<file path="config.mk">
export PLATFORM = sky130hd
export DESIGN_NAME = serial_parity_rx
export DESIGN_NICKNAME = d
export VERILOG_FILES = /design/src/rtl/serial_parity_rx_pkg.sv /design/src/rtl/serial_parity_rx_shift_acc.sv /design/src/rtl/serial_parity_rx.sv
export SDC_FILE = /design/constraint.sdc
export NUM_CORES = 1
export LEC_CHECK = 0
export ABC_AREA = 1
export BUFFER_PORTS_ARGS = -buffer_cell sky130_fd_sc_hd__buf_2
export CAP_MARGIN = 20
export CORE_MARGIN = 8
export CORE_UTILIZATION = 56
export CTS_CLUSTER_SIZE = 40
export DETAILED_ROUTE_END_ITERATION = 6
export PLACE_DENSITY_LB_ADDON = 0.25
export SETUP_SLACK_MARGIN = 0.4
export SYNTH_ARGS = -nofsm -noshare
export SYNTH_HDL_FRONTEND = slang
export SYNTH_HIERARCHICAL = 1
export SYNTH_SLANG_ARGS = --single-unit
</file>
<file path="constraint.sdc">
create_clock -name clk -period 3.7 [get_ports clk]
set_input_delay 0.74 -clock clk [delete_from_list [all_inputs] [get_ports clk]]
set_output_delay 0.74 -clock clk [all_outputs]
set_load 0.03 [all_outputs]
</file>
<file path="src/rtl/serial_parity_rx_pkg.sv">
// Shared definitions for the serial parity link (RX side and TX block).
// FSM state encodings, line levels and the parity-check rule.
package serial_parity_rx_pkg;

    localparam logic [1:0] ST_IDLE   = 2'd0;
    localparam logic [1:0] ST_DATA   = 2'd1;
    localparam logic [1:0] ST_PARITY = 2'd2;
    localparam logic [1:0] ST_STOP   = 2'd3;

    localparam logic START_BIT = 1'b0;
    localparam logic STOP_BIT  = 1'b1;

    // Parity error flag: XOR of data bits, parity bit and the odd/even
    // selector is 1 when the frame violates the configured parity.
    function automatic logic parity_err_of(input logic acc, input logic pbit,
                                           input logic odd);
        return acc ^ pbit ^ odd;
    endfunction

endpackage

</file>
<file path="src/rtl/serial_parity_rx_shift_acc.sv">
// Data-phase datapath: LSB-first shift register, running XOR of the
// received data bits and the data-bit counter. The FSM decides when to
// clear and when to shift; this block only holds the state.
module rx_shift_acc
    import serial_parity_rx_pkg::*;
#(
    parameter int DATA_W = 8
) (
    input  logic              clk,
    input  logic              rst_n,
    input  logic              i_clr,
    input  logic              i_shift,
    input  logic              i_bit,
    output logic [DATA_W-1:0] o_shreg,
    output logic              o_acc,
    output logic              o_last
);

    localparam int CW = (DATA_W > 1) ? $clog2(DATA_W) : 1;

    logic [DATA_W-1:0] r_shreg;
    logic              r_acc;
    logic [CW-1:0]     r_cnt;

    // Clear on frame start, otherwise shift one bit in per data strobe.
    always_ff @(posedge clk) begin
        if (!rst_n) begin
            r_shreg <= '0;
            r_acc   <= 1'b0;
            r_cnt   <= '0;
        end else if (i_clr) begin
            r_shreg <= '0;
            r_acc   <= 1'b0;
            r_cnt   <= '0;
        end else if (i_shift) begin
            r_shreg <= {i_bit, r_shreg[DATA_W-1:1]};
            r_acc   <= r_acc ^ i_bit;
            r_cnt   <= r_cnt + CW'(1);
        end
    end

    assign o_shreg = r_shreg;
    assign o_acc   = r_acc;
    // Counter reaches DATA_W-1 on the final data bit, so it never wraps.
    assign o_last  = (r_cnt == CW'(DATA_W - 1));

endmodule

</file>
<file path="src/rtl/serial_parity_rx.sv">
// Serial parity-protected frame receiver:
// start(0), DATA_W data bits LSB first, parity bit, stop(1).
// Delivers the word with a one-cycle valid strobe plus parity/framing flags.
module serial_parity_rx
    import serial_parity_rx_pkg::*;
#(
    parameter int DATA_W     = 8,
    parameter bit ODD_PARITY = 1'b0
) (
    input  logic              clk,
    input  logic              rst_n,
    input  logic              sin,
    input  logic              bit_en,
    output logic [DATA_W-1:0] data_out,
    output logic              data_valid,
    output logic              parity_err,
    output logic              frame_err,
    output logic              busy
);

    logic [1:0]        r_state;
    logic              r_perr_q;
    logic [DATA_W-1:0] r_data_out;
    logic              r_data_valid;
    logic              r_parity_err;
    logic              r_frame_err;
    logic              r_busy;

    logic              w_clr;
    logic              w_shift;
    logic [DATA_W-1:0] w_shreg;
    logic              w_acc;
    logic              w_last;

    assign w_clr   = bit_en && (r_state == ST_IDLE) && (sin == START_BIT);
    assign w_shift = bit_en && (r_state == ST_DATA);

    rx_shift_acc #(
        .DATA_W (DATA_W)
    ) u_shift_acc (
        .clk     (clk),
        .rst_n   (rst_n),
        .i_clr   (w_clr),
        .i_shift (w_shift),
        .i_bit   (sin),
        .o_shreg (w_shreg),
        .o_acc   (w_acc),
        .o_last  (w_last)
    );

    // Frame FSM and output registers; everything advances only on bit_en.
    always_ff @(posedge clk) begin
        if (!rst_n) begin
            r_state      <= ST_IDLE;
            r_perr_q     <= 1'b0;
            r_data_out   <= '0;
            r_data_valid <= 1'b0;
            r_parity_err <= 1'b0;
            r_frame_err  <= 1'b0;
            r_busy       <= 1'b0;
        end else begin
            r_data_valid <= 1'b0;
            if (bit_en) begin
                case (r_state)
                    ST_IDLE: begin
                        if (sin == START_BIT) begin
                            r_state <= ST_DATA;
                            r_busy  <= 1'b1;
                        end
                    end
                    ST_DATA: begin
                        if (w_last) r_state <= ST_PARITY;
                    end
                    ST_PARITY: begin
                        r_perr_q <= parity_err_of(w_acc, sin, ODD_PARITY);
                        r_state  <= ST_STOP;
                    end
                    ST_STOP: begin
                        // Errored frames still complete; the consumer decides.
                        r_data_out   <= w_shreg;
                        r_parity_err <= r_perr_q;
                        r_frame_err  <= (sin != STOP_BIT);
                        r_data_valid <= 1'b1;
                        r_busy       <= 1'b0;
                        r_state      <= ST_IDLE;
                    end
                    default: begin
                        r_state <= ST_IDLE;
                        r_busy  <= 1'b0;
                    end
                endcase
            end
        end
    end

    assign data_out   = r_data_out;
    assign data_valid = r_data_valid;
    assign parity_err = r_parity_err;
    assign frame_err  = r_frame_err;
    assign busy       = r_busy;

endmodule
</file>
* Word-level counts from Yosys, hierarchy flattened
Cells that the tools add are included.
** Word-level totals
- Flip-flop bits (word level) :: 27
- Bits of input ports :: 4
- Output and inout bits :: 12
- Word-level logic and storage cells :: 37
** Cells by class
- Add/sub/neg operators :: 1
- Equal/unequal tests :: 6
- Mux-type cells :: 6
- Bitwise operators :: 3
- Reductions and logical operators :: 11
** Operators with widths (count)
- case mux 2 bit (4 select lines) :: 1
- AND reduction 2 bit :: 3
- AND reduction 3 bit :: 2
- == test 2 bit, second input constant :: 2
- two-way mux 2 bit :: 2
- adder 3 x 1 -> 3 bit, second input constant :: 1
- == test 3 bit, second input constant :: 1
- logical AND 1 bit :: 3
- == test 2 x 1 -> 1 bit, second input constant :: 1
- zero test 2 bit :: 1
- two-way mux 1 bit :: 2
- != test 2 x 1 -> 1 bit, second input constant :: 1
- != test 2 bit, second input constant :: 1
- NOT 1 bit :: 2
- case mux 1 bit (2 select lines) :: 1
- nonzero test 2 bit :: 1
- OR reduction 2 bit :: 1
- bitwise XOR 1 bit :: 1

* Depth between registers and ports, before layout
- Depth after elaboration :: 4
- Depth in mapped cells :: 8
- Depth with buffers taken out :: 8

* Modules after synthesis
The synthesis kept the hierarchy.
** Modules (own cells, without submodules)
- serial_parity_rx :: times used 1, cells each 87, area each 669.4 µm²
- rx_shift_acc :: times used 1, cells each 58, area each 452.9 µm²

* Worst setup path after synthesis
No wires, ideal clock.
- Path kind :: input to register
- Start point :: input bit_en
- End point :: register u_shift_acc.r_shreg[0], in the netlist u_shift_acc/o_shreg[0]
- Setup time :: 0.128 ns
- Arrival :: 1.181 ns
- Slack :: 2.392 ns
- Stages :: 5
- Path buffers :: 0
- Cells stage by stage :: nand2_1 > nor2_2 > inv_1 > nand2_1 > a21oi_1
** On the way
- Cells in the longest elaborated chain, start to end :: 3
- Elaborated cells between the ends (all ways) :: 4
- Classes of those cells :: reduce/logical (4)
** RTL lines
- start, declared :: RTL line serial_parity_rx.sv:13 : input logic bit_en,
- logical AND 1 bit (2 in a row) :: RTL line serial_parity_rx.sv:35 : assign w_clr = bit_en && (r_state == ST_IDLE) && (sin == START_BIT);
- via w_clr :: RTL line serial_parity_rx.sv:29 : logic w_clr;
- OR reduction 2 bit (no source line)
- end signal, assigned :: RTL line serial_parity_rx_shift_acc.sv:36 : r_shreg <= {i_bit, r_shreg[DATA_W-1:1]};
- end, declared :: RTL line serial_parity_rx_shift_acc.sv:21 : logic [DATA_W-1:0] r_shreg;
The timed path passes the listed nets, and every way through them passes these cells.
A chain may end at the register's enable or synchronous reset.

* Final worst setup path
- Start point :: register r_busy, in the netlist busy
- End point :: output busy
** RTL lines
- start, declared :: RTL line serial_parity_rx.sv:27 : logic r_busy;
- start signal, assigned :: RTL line serial_parity_rx.sv:60 : r_busy <= 1'b0;
- start signal, assigned :: RTL line serial_parity_rx.sv:68 : r_busy <= 1'b1;
- start signal, assigned :: RTL line serial_parity_rx.sv:84 : r_busy <= 1'b0;
- end, declared :: RTL line serial_parity_rx.sv:18 : output logic busy
No word-level cell between the ends.

==> impl_results.rst <==
.. list-table::
   :header-rows: 1

   * - Metric
     - Value
   * - Status
     - complete, no violations
   * - Post-synthesis instance area
     - approximately 1100 µm²
   * - Number of resized instances in the post-cts repair step
     - 0
   * - Number of unique standard cell types used by synthesis
     - 19
   * - Element type at the critical path end
     - primary output
   * - Final routed DRC violation total
     - 0
   * - Area share of xor/xnor cells in the synthesized design
     - 0.00780
   * - Relative area change from synthesis to final layout
     - 8.70%
   * - Share of the synthesized area in the top cell type
     - 0.482
   * - Total die area
     - 3690 µm²
   * - Share of the yosys chip area belonging to registers
     - 0.482
   * - Count of standard-cell rows
     - 16
   * - Adder-cell share of the synthesized area
     - 0.0780
   * - Weighted congestion reported at the end of routability-driven placement
     - between 0.7 and 0.8
   * - Number of synthesized register bits
     - 27
   * - Post-synthesis share of cell area spent on and, or, nand and nor gates
     - 0.239
   * - Detail Route Antenna Nets
     - 0
   * - Post-CTS Repair Setup Buffers
     - 0
   * - Worst slew margin relative to its limit
     - 0.725
   * - Post-synthesis async set-or-reset flop share
     - 0
   * - Max frequency
     - between 600 and 700 MHz
   * - Transition time at the pin with the least slew margin
     - approximately 0.41 ns
   * - Leftover overflow at the end of global routing
     - 0
   * - Number of enable flip-flop cells after synthesis
     - 0
   * - Initial drt markers
     - 15
   * - CP Data Required Time
     - about 3.0 ns
   * - Met1 wire length
     - slightly below 900 µm
   * - Share of layout cells above drive strength 1
     - 0.150
   * - Cell accounting for the most synthesized area
     - sky130_fd_sc_hd__dfxtp_1
   * - Critical path type
     - reg -> out
   * - Detailed route wirelength on metal2
     - between 900 and 1000 µm
   * - Worst path max stage delay
     - between 0.3 and 0.4 ns
   * - Total of endpoints with negative setup slack in the final report
     - 0
   * - Hpwl dp
     - between 1500 and 2000 µm
   * - Via Count
     - 903
   * - Number of buffers created by CTS
     - 3
   * - Cts-stage hold buffer count
     - 0
   * - Count of fill cells added during filler insertion
     - approximately 200
   * - Ratio of final minimum period to clock period
     - 0.434
   * - Number of nets in the finished design
     - ~170
   * - Post-DP Area
     - approximately 1200 µm²
   * - Syn Nets
     - 156
   * - Sum of negative setup slack
     - 0 ns
   * - Synth top area cells
     - sky130_fd_sc_hd__dfxtp_1 48%, sky130_fd_sc_hd__nand2_1 12%, sky130_fd_sc_hd__nor2_1 8.7%
   * - Max cap viols
     - 0
   * - Compound-gate portion of the synthesized area
     - 0.120
   * - Setup repair after global routing missed its margin
     - false
   * - Most frequent cell after synthesis
     - sky130_fd_sc_hd__nand2_1
   * - Antenna violations before repair
     - 0
   * - Crit path max-delay family
     - flip-flops
   * - CTS tree
     - done
   * - Fraction of synthesized area in multiplexers
     - 0
   * - Mean routed wirelength per cell
     - around 11 µm
   * - Maximum clock skew at final layout
     - just over 0.005 ns
   * - Post-synthesis average cell area
     - a little under 8 µm²
   * - Die boundary width
     - 60.8 µm
   * - First-pass GRT wire length
     - about 3500 µm
   * - Combinational family with the most area after synthesis
     - simple AND/OR/NAND/NOR gates
   * - Core footprint
     - 1920 µm²
   * - Number of iterations in the first detailed-routing pass
     - 4
   * - Total Routing Usage GR
     - 0.126
   * - Chain of cells forming the critical path
     - buf_2
   * - Top post-synthesis cells by count
     - 36 x sky130_fd_sc_hd__nand2_1, 27 x sky130_fd_sc_hd__dfxtp_1, 26 x sky130_fd_sc_hd__nor2_1
   * - Total wire length after detailed routing
     - between 1500 and 2000 µm
   * - Count of synthesis-stage warnings from yosys
     - 6
   * - Type of the worst min-delay path
     - reg -> reg
   * - Static leakage power
     - between 0.5 and 0.6 nW
   * - Worst-skew pair later-pin latency
     - slightly above 0.3 ns
   * - Deepest clock path buffer count
     - 2
   * - CTS HTree Levels
     - 1
   * - Final min period
     - 1.61 ns
   * - Worst IR drop on VDD
     - 0.000202 V
   * - Port buffer count
     - 15
   * - Largest fanout on the critical path
     - 2
   * - Crit path max-delay cell type
     - sky130_fd_sc_hd__dfxtp_1
   * - Root buffer cell
     - sky130_fd_sc_hd__clkbuf_4
   * - Startpoint class of the critical path
     - flop
   * - Crit path arrival time
     - about 0.87 ns
   * - Final core utilization
     - 0.635
   * - Number of standard cells in the layout, taps in and fillers out
     - between 150 and 200
   * - Number of instances in the synthesized netlist
     - roughly 150
   * - Sum of met3 wire segment lengths after detailed routing
     - between 90 and 100 µm
   * - Combined buffer and inverter count along the critical path
     - 1
   * - Pwr Density
     - a little over 400 nW/µm²
   * - Number of global-route vias before repair
     - about 850
   * - Overall die height
     - ~60 µm
   * - Post-route cell area
     - about 1200 µm²
   * - Worst setup slack after placement
     - 1.98 ns
   * - Initial cell density of the core
     - 0.584
   * - Clock transition time at the flip-flop clock pins of the worst setup and hold paths
     - 0.13 ns
   * - Hold Vio Cnt, Final
     - 0
   * - Prevailing post-synth register cell
     - sky130_fd_sc_hd__dfxtp_1
   * - Final critical-path setup slack
     - around 2.1 ns
   * - Max layer used
     - met4
   * - Number of antenna diodes
     - 0
   * - Cell count after placement
     - around 180
   * - Ratio of routed vias to standard cells
     - 4.83
   * - Total clock sinks
     - 27
   * - Final Max Slew Viols
     - 0
   * - Top-level port count
     - 16
   * - Largest net degree at the start of global routing
     - 17
layout by cell type (no fill, tap or decap):
cell type / synthesis / routed
sky130_fd_sc_hd__nand2_1: 36 / 36
sky130_fd_sc_hd__dfxtp_1: 27 / 27
sky130_fd_sc_hd__nor2_1: 26 / 26
sky130_fd_sc_hd__buf_2: 0 / 15
sky130_fd_sc_hd__a21oi_1: 13 / 13
sky130_fd_sc_hd__inv_1: 10 / 10
sky130_fd_sc_hd__o21ai_1: 9 / 9
sky130_fd_sc_hd__ha_1: 7 / 7
sky130_fd_sc_hd__clkbuf_4: 0 / 3
sky130_fd_sc_hd__inv_2: 2 / 2
sky130_fd_sc_hd__nand3_1: 2 / 2
sky130_fd_sc_hd__o21ai_0: 2 / 2
sky130_fd_sc_hd__nor2_2: 1 / 1
sky130_fd_sc_hd__nand2_2: 1 / 1
sky130_fd_sc_hd__or2_2: 1 / 1
sky130_fd_sc_hd__nand4_1: 1 / 1
sky130_fd_sc_hd__a31oi_1: 1 / 1
sky130_fd_sc_hd__xnor2_1: 1 / 1
sky130_fd_sc_hd__a21oi_2: 1 / 1
sky130_fd_sc_hd__clkbuf_1: 1 / 1
layer usage:
layer | GRT usage | up-vias
met5 | 0 | -
met4 | 0.0598 | 0
met3 | 0.0339 | 2
met2 | 0.214 | 15
met1 | 0.141 | 400
li1 | - | 486
final timing paths:
kind | from | endpoint | slack (ns) | depth (start not counted)
worst max-delay path | busy$_SDFFE_PN0P_ | busy | 2.09 | 1
worst min-delay path | u_shift_acc/o_shreg[0]$_SDFFE_PP0P_ | u_shift_acc/o_shreg[0]$_SDFFE_PP0P_ | 0.48 | 2
worst max register to register | r_state[1]$_SDFFE_PN0P_ | u_shift_acc/o_shreg[1]$_SDFFE_PP0P_ | 2.25 | 7
worst min register to register | u_shift_acc/o_shreg[0]$_SDFFE_PP0P_ | u_shift_acc/o_shreg[0]$_SDFFE_PP0P_ | 0.48 | 2
registers in the layout, indices dropped and copies added (netlist names):
register and count:
u_shift_acc/o_shreg 8, frame_err 1, r_perr_q 1, parity_err 1
data_out 8, r_state 2, u_shift_acc/o_acc 1, busy 1
data_valid 1, u_shift_acc/r_cnt 3
cell type report:
type | instances | area [µm²] | share of cell area
multi-input combinational | 102 | 499 | 0.409
inverter | 12 | 45.0 | 0.0369
clock buffer | 4 | 26.3 | 0.0215
timing repair buffer | 15 | 75.1 | 0.0615
tap | 27 | 33.8 | 0.0277
sequential | 27 | 541 | 0.443
where the power goes:
group | internal (mW) | switching [mW]
Clock | 0.0421 | 0.0780
Combinational | 0.0251 | 0.0525
Sequential | 0.301 | 0.00664
Total | 0.368 | 0.137
metrics by stage:
step           power, mW  hold WS [ns]
2_1_floorplan      0.373         0.441
6_report           0.505         0.483
3_5_place_dp       0.391         0.467
4_1_cts            0.512         0.488
5_1_grt            0.542         0.512
3_3_place_gp       0.386         0.452
kinds of logic after synthesis:
kind of cell    Yosys count
simple gates             68
flops                    27
compound gates           26
buf+inv                  16
fa+ha+maj                 7
xor+xnor                  1
(Power assumes the default switching activity.)
